$ cat config.mk
export PLATFORM = sky130hd
export DESIGN_NAME = branch_redirect_unit
export DESIGN_NICKNAME = d
export VERILOG_FILES = /design/src/rtl/branch_redirect_unit_pkg.sv /design/src/rtl/branch_redirect_unit_compare.sv /design/src/rtl/branch_redirect_unit.sv
export SDC_FILE = /design/constraint.sdc
export NUM_CORES = 1
export LEC_CHECK = 0
export CORE_MARGIN = 2
export CORE_UTILIZATION = 35
export DETAILED_ROUTE_END_ITERATION = 6
export GPL_TIMING_DRIVEN = 0
export PLACE_DENSITY = 0.66
export SLEW_MARGIN = 25
export SYNTH_ARGS = -nofsm -noshare
export SYNTH_HDL_FRONTEND = slang
export SYNTH_SLANG_ARGS = --single-unit
$ cat constraint.sdc
create_clock -name clk -period 12.8 [get_ports clk]
set_clock_uncertainty 0.2 [all_clocks]
set_input_delay 3.2 -clock clk [delete_from_list [all_inputs] [get_ports clk]]
set_output_delay 3.2 -clock clk [all_outputs]
set_load 0.02 [all_outputs]
$ cat src/rtl/branch_redirect_unit_pkg.sv
`default_nettype none
// ============================================================================
// riscv_branch_pkg : control-flow op codes, PC-counter type codes, FSM states
// Revision: 1.0
// ============================================================================
package riscv_branch_pkg;

  typedef enum logic [3:0] {
    OP_NONE = 4'd0,
    OP_BEQ  = 4'd1,
    OP_BNE  = 4'd2,
    OP_BLT  = 4'd3,
    OP_BGE  = 4'd4,
    OP_BLTU = 4'd5,
    OP_BGEU = 4'd6,
    OP_JAL  = 4'd7,
    OP_JALR = 4'd8
  } ex_op_e;

  localparam logic [1:0] PC_SEQ    = 2'b00;
  localparam logic [1:0] PC_BRANCH = 2'b01;
  localparam logic [1:0] PC_JALR   = 2'b11;

  typedef enum logic [0:0] {
    IDLE  = 1'b0,
    ISSUE = 1'b1
  } state_e;

endpackage : riscv_branch_pkg
`default_nettype wire

$ cat src/rtl/branch_redirect_unit_compare.sv
`default_nettype none
// ============================================================================
// branch_compare : combinational branch-condition evaluator (jumps always taken)
// Revision: 1.0
// ============================================================================
module branch_compare
  import riscv_branch_pkg::*;
#(
  parameter int XLEN = 32
) (
  input  logic [3:0]      op,
  input  logic [XLEN-1:0] a,
  input  logic [XLEN-1:0] b,
  output logic            taken
);

  always_comb begin
    taken = 1'b0;
    case (op)
      OP_BEQ:  taken = (a == b);
      OP_BNE:  taken = (a != b);
      OP_BLT:  taken = ($signed(a) <  $signed(b));
      OP_BGE:  taken = ($signed(a) >= $signed(b));
      OP_BLTU: taken = (a <  b);
      OP_BGEU: taken = (a >= b);
      OP_JAL,
      OP_JALR: taken = 1'b1;
      default: taken = 1'b0;
    endcase
  end

endmodule : branch_compare
`default_nettype wire

$ cat src/rtl/branch_redirect_unit.sv
`default_nettype none
// ============================================================================
// branch_redirect_unit : EX-stage branch resolver and single-entry redirect
//                        sequencer feeding the PC counter control interface
// Revision: 1.0
// ============================================================================
module branch_redirect_unit
  import riscv_branch_pkg::*;
#(
  parameter int XLEN  = 32,
  parameter int CNT_W = 32
) (
  input  logic             clk,
  input  logic             rst,
  input  logic             ex_valid,
  input  logic [3:0]       ex_op,
  input  logic [XLEN-1:0]  ex_pc,
  input  logic [XLEN-1:0]  ex_imm,
  input  logic [XLEN-1:0]  ex_rs1_val,
  input  logic [XLEN-1:0]  ex_rs2_val,
  input  logic             pc_stall,
  output logic             pc_en,
  output logic [1:0]       pc_type,
  output logic [XLEN-1:0]  pc_ex,
  output logic [XLEN-1:0]  pc_imm,
  output logic [XLEN-1:0]  pc_rs1,
  output logic             flush_if_id,
  output logic             flush_id_ex,
  output logic [XLEN-1:0]  link_value,
  output logic             misalign_err,
  output logic [CNT_W-1:0] redirect_cnt
);

  state_e           state_q, state_d;
  logic [1:0]       type_q, type_d;
  logic [XLEN-1:0]  ex_q, ex_d;
  logic [XLEN-1:0]  imm_q, imm_d;
  logic [XLEN-1:0]  rs1_q, rs1_d;
  logic             misalign_q, misalign_d;
  logic [CNT_W-1:0] cnt_q, cnt_d;

  logic             cond_taken;
  logic             is_jalr;
  logic [XLEN-1:0]  target;
  logic             resolve_taken;
  logic             redirect_go;
  logic             misalign_go;
  logic             issue_active;

  branch_compare #(.XLEN(XLEN)) u_cmp (
    .op    (ex_op),
    .a     (ex_rs1_val),
    .b     (ex_rs2_val),
    .taken (cond_taken)
  );

  assign is_jalr = (ex_op == OP_JALR);
  assign target  = is_jalr ? ((ex_rs1_val + ex_imm) & ~XLEN'(1)) : (ex_pc + ex_imm);

  // Only an idle unit resolves; while ISSUE is pending EX holds a wrong-path op.
  assign resolve_taken = ex_valid && (state_q == IDLE) && cond_taken;
  assign redirect_go   = resolve_taken && (target[1:0] == 2'b00);
  assign misalign_go   = resolve_taken && (target[1:0] != 2'b00);

  always_comb begin
    state_d    = state_q;
    type_d     = type_q;
    ex_d       = ex_q;
    imm_d      = imm_q;
    rs1_d      = rs1_q;
    cnt_d      = cnt_q;
    misalign_d = 1'b0;
    case (state_q)
      IDLE: begin
        misalign_d = misalign_go;
        if (redirect_go) begin
          state_d = ISSUE;
          rs1_d   = '0;
          if (is_jalr) begin
            type_d = PC_JALR;
            ex_d   = '0;
            imm_d  = target;
          end else begin
            type_d = PC_BRANCH;
            ex_d   = ex_pc;
            imm_d  = ex_imm;
          end
        end
      end
      ISSUE: begin
        if (!pc_stall) begin
          state_d = IDLE;
          cnt_d   = cnt_q + CNT_W'(1);
        end
      end
      default: state_d = IDLE;
    endcase
  end

  always_ff @(posedge clk) begin
    if (rst) begin
      state_q    <= IDLE;
      type_q     <= PC_SEQ;
      ex_q       <= '0;
      imm_q      <= '0;
      rs1_q      <= '0;
      misalign_q <= 1'b0;
      cnt_q      <= '0;
    end else begin
      state_q    <= state_d;
      type_q     <= type_d;
      ex_q       <= ex_d;
      imm_q      <= imm_d;
      rs1_q      <= rs1_d;
      misalign_q <= misalign_d;
      cnt_q      <= cnt_d;
    end
  end

  // Reset masks a pending redirect immediately, not just from the next edge.
  assign issue_active = (state_q == ISSUE) && !rst;

  assign pc_en        = ~pc_stall;
  assign pc_type      = issue_active ? type_q : PC_SEQ;
  assign pc_ex        = issue_active ? ex_q   : '0;
  assign pc_imm       = issue_active ? imm_q  : '0;
  assign pc_rs1       = issue_active ? rs1_q  : '0;
  assign flush_if_id  = issue_active || (redirect_go && !rst);
  assign flush_id_ex  = issue_active || (redirect_go && !rst);
  assign link_value   = ex_pc + XLEN'(4);
  assign misalign_err = misalign_q;
  assign redirect_cnt = cnt_q;

endmodule : branch_redirect_unit
`default_nettype wire

==> results by group, run 1 <==
Logic synthesis
  – Post-synthesis cell area: 7880 sq um
  – #FFs+latches synth: 100
  – Most used DFF post-synth: dfxtp_1
  – Synthesis Warnings: 0
  – Yosys cell types: 63
  – Most frequent cells after synthesis: nand3_1 (105), dfxtp_1 (100), a21oi_1 (95)
  – Synth top area share: 25.4%
  – Top-count cell post-synth: nand3_1
  – Synthesized instance count: 1042
  – Mapped Avg Cell Area: 7.57 sq um
  – Post-synth EDFFs: 0
  – Ys async rst share: 0%
  – Register area share after synthesis: 25.4%
  – Synth area leaders: dfxtp_1 (25%), ha_1 (10%), nand3_1 (6.7%), a21oi_1 (6.0%), and2_1 (5.8%)
  – Largest area contributor in the netlist: dfxtp_1

Finish
  – Area grow syn2layout: 43.6%
  – Fillers: 2204
  – Nets: 1554
  – Share of layout cells above drive strength 1: 5.60%
  – ANT cells: 0

Global routing
  – Total track usage: 22.1%
  – First-pass GRT wire length: 41900 um
  – Largest net degree at the start of global routing: 20
  – Grt ovf: 0
  – Vias in the first global route: 7795
  – Initial antenna violation count: 0

Run
  – MaxCap Viol Count: 0

Detailed routing
  – DRC: 0
  – Final ANT Viol Nets: 0
  – Vias per inst: 5.09
  – Drt total wl: 26800 um
  – Vias post-DR: 8326
  – Drt first pass iters: 5
  – Iter 0 DRT Violations: 370
  – Routed wire per std cell: 16.4 um

Pwr
  – Lkg Pwr: 0.00447 uW
  – Total power: 838 uW
  – Power per cell area: 74.0 nW/um^2
  – Max VDD drop: 0.0000485 V

Die
  – DIE AREA: 23700 sq um
  – Die Ht: 154 um
  – Io pins: 302
  – Initial Util: 35.9%
  – Core Rows: 54
  – Die Width: 154 um
  – Core area: 22000 sq um

Min path
  – Hold Crit Class: reg2reg

Setup path
  – R2r endpoint: redirect_cnt[31]
  – CP max FO: 10
  – Crit path capture type: primary output
  – Worst setup endpoint: flush_if_id
  – CP max stage delay: 0.58 ns
  – Crit Path Class: in2out
  – Crit path launch: ex_rs2_val[14]
  – Buf/Inv on CP: 6
  – Worst setup SP type: primary input
  – Critical path's top delay family: buffers and inverters
  – FF-to-FF Start: state_q
  – Worst reg2reg path depth: 10
  – Critical Path RT: 9.40 ns
  – Crit path DAT: 7.52 ns
  – Crit path top cell by count: buf_4
  – Slowest cell on the critical path: clkdlybuf4s50_1
  – Reg2reg setup slack: 9.90 ns
  – CP cell instances: clkdlybuf4s50_1 -> inv_1 -> ha_1 -> nand4_1 -> nor4_2 -> o21ai_0 -> a21oi_1 -> nor3_1 -> a41o_1 -> or3_1 -> buf_4 -> nand2_4 -> buf_4 -> o21a_1 -> buf_4 -> clkdlybuf4s50_1
  – Stages on worst setup path: 16

Timing
  – Measured slew at the worst slew-check pin: 0.758 ns
  – Final min period: 10.92 ns
  – Final Hold Viols: 0
  – Final TNS setup: 0 ns
  – Fmax: 91.6 MHz
  – RSZ-0062 raised after global routing: false
  – Final setup violation count: 0
  – Crit share post-route: 85.3%
  – Slew Limit Fails: 0
  – Slew margin rel.: 49.0%

CTS
  – CTS Hold Bufs: 0
  – TritonCTS Sinks: 100
  – Clock latency on the worst-skew pair: 0.35 ns
  – Root buf cell: clkbuf_16
  – CTS HTree Levels: 3
  – Clk slew on worst S/H paths: 0.07 ns
  – Clock Tree Buf Depth: 2
  – CTS resizes: 0
  – Total CTS buffers: 9
  – CTS tree: yes
  – Postcts setup bufs: 0

Place
  – Hpwl dp: 22000 um
  – Port Buf Inserts: 268
  – GPL Wtd Cong: 0.861

Outcome
  – Status: finished, final reports clean
registers in the layout, indices dropped and copies added, names as in the netlist:
name	cells
ex_q	32
imm_q	32
redirect_cnt	32
type_q	2
misalign_err	1
state_q	1
through the flow:
| stage | setup WS [ns] | instance area, sq um | hold WS (ns) | util (%) | cells |
|---|---|---|---|---|---|
| finish | 1.88 | 11300 | 0.257 | 51.6 | 1637 |
| global route | 1.71 | 11300 | 0.275 | 51.6 | 1637 |
| CTS | 1.90 | 11300 | 0.261 | 51.6 | 1637 |
| detailed placement | 1.92 | 11000 | 0.251 | 50.2 | 1621 |
| global placement | 1.83 | 11000 | 0.240 | 50.2 | 1621 |
| floorplan | 3.53 | 8000 | 0.232 | - | 1073 |
worst min path at each step:
stage           endpoint  slack (ns)  startpoint  depth (start not counted)
2_1_floorplan  type_q[0]        0.23   type_q[0]                          1
3_3_place_gp   type_q[0]        0.24   type_q[0]                          1
3_5_place_dp    imm_q[1]        0.25    imm_q[1]                          2
4_1_cts          ex_q[3]        0.26     ex_q[3]                          2
5_1_grt          ex_q[3]        0.27     ex_q[3]                          2
6_report         ex_q[3]        0.26     ex_q[3]                          2
layer usage:
metal	track usage (%)	up-vias	part of all wire [%]	routed length (um)
met5	0	-	0	0
met4	7.25	0	2.4	654
met3	3.13	33	5.7	1530
met2	38.4	260	47	12600
met1	28.1	3805	45	12000
li1	-	4228	-	-
worst min-delay path, stage by stage, from the launching register on:
cell and delay [ns]:
dfxtp_1 0.31, nand3_1 0.06, a21oi_1 0.05
logic make-up after synthesis:
| logic type | count (synthesis) | share of synthesized area [%] |
|---|---|---|
| XOR/XNOR | 82 | 9.11 |
| other | 1 | 0.0476 |
| flip-flops | 100 | 25.4 |
| AO/OA/AOI/OAI | 211 | 16.6 |
| multiplexers | 6 | 0.778 |
| adder cells (fa/ha/maj) | 66 | 10.6 |
| buffers and inverters | 137 | 8.65 |
| AND/OR/NAND/NOR | 439 | 28.8 |
layout by cell type (no fill, tap or decap), drive strengths merged, types with 9 or more instances in the layout:
cell type | netlist | routed
nand4 | 25 | 25
nand2b | 9 | 9
conb | 1 | 32
dfxtp | 100 | 100
a211oi | 27 | 27
and3 | 18 | 18
clkbuf | 39 | 48
a21oi | 95 | 95
buf | 48 | 48
nor3 | 38 | 38
clkdlybuf4s50 | 0 | 268
nand2 | 65 | 65
nand3 | 105 | 105
xor2 | 40 | 40
o21ai | 27 | 27
inv | 50 | 55
and2 | 74 | 74
ha | 65 | 65
xnor2 | 42 | 42
nor2 | 75 | 75
a31oi | 9 | 9
final cells by class:
type / count / area [sq um] / share of cell area, %
Inverter: 50 / 188 / 1.66
Clock buffer: 9 / 225 / 1.99
Timing Repair Buffer: 268 / 2680 / 23.7
Tap cell: 280 / 350 / 3.09
Clock inverter: 7 / 63.8 / 0.564
Buffer: 87 / 494 / 4.37
Sequential cell: 100 / 2000 / 17.7
Multi-Input combinational cell: 836 / 5320 / 47.0
report_power, final:
| group | switching [uW] | leakage, uW | total [uW] | internal [uW] |
|---|---|---|---|---|
| combinational | 127 | 0.00352 | 242 | 115 |
| clock | 138 | 0.000142 | 276 | 137 |
| sequential | 2.97 | 0.000807 | 321 | 318 |
No activity file was read; power rests on OpenSTA's default activity.
==> inputs of run 2 (changes only) <==
- CAP_MARGIN: unset -> 20
- clock period: 12.8 -> 11.9 ns (I/O delays scaled with it)
==> results of run 2 <==
Same layout as run 1 (identical final DEF). Status: finished, final reports clean.
Among the figures that moved: setup slack after placement 1.92 ns -> 1.47 ns; setup slack after layout 1.88 ns -> 1.43 ns; register-to-register setup slack 9.90 ns -> 9.00 ns; total power 838 uW -> 901 uW; worst IR drop on VDD 0.0000485 V -> 0.0000522 V
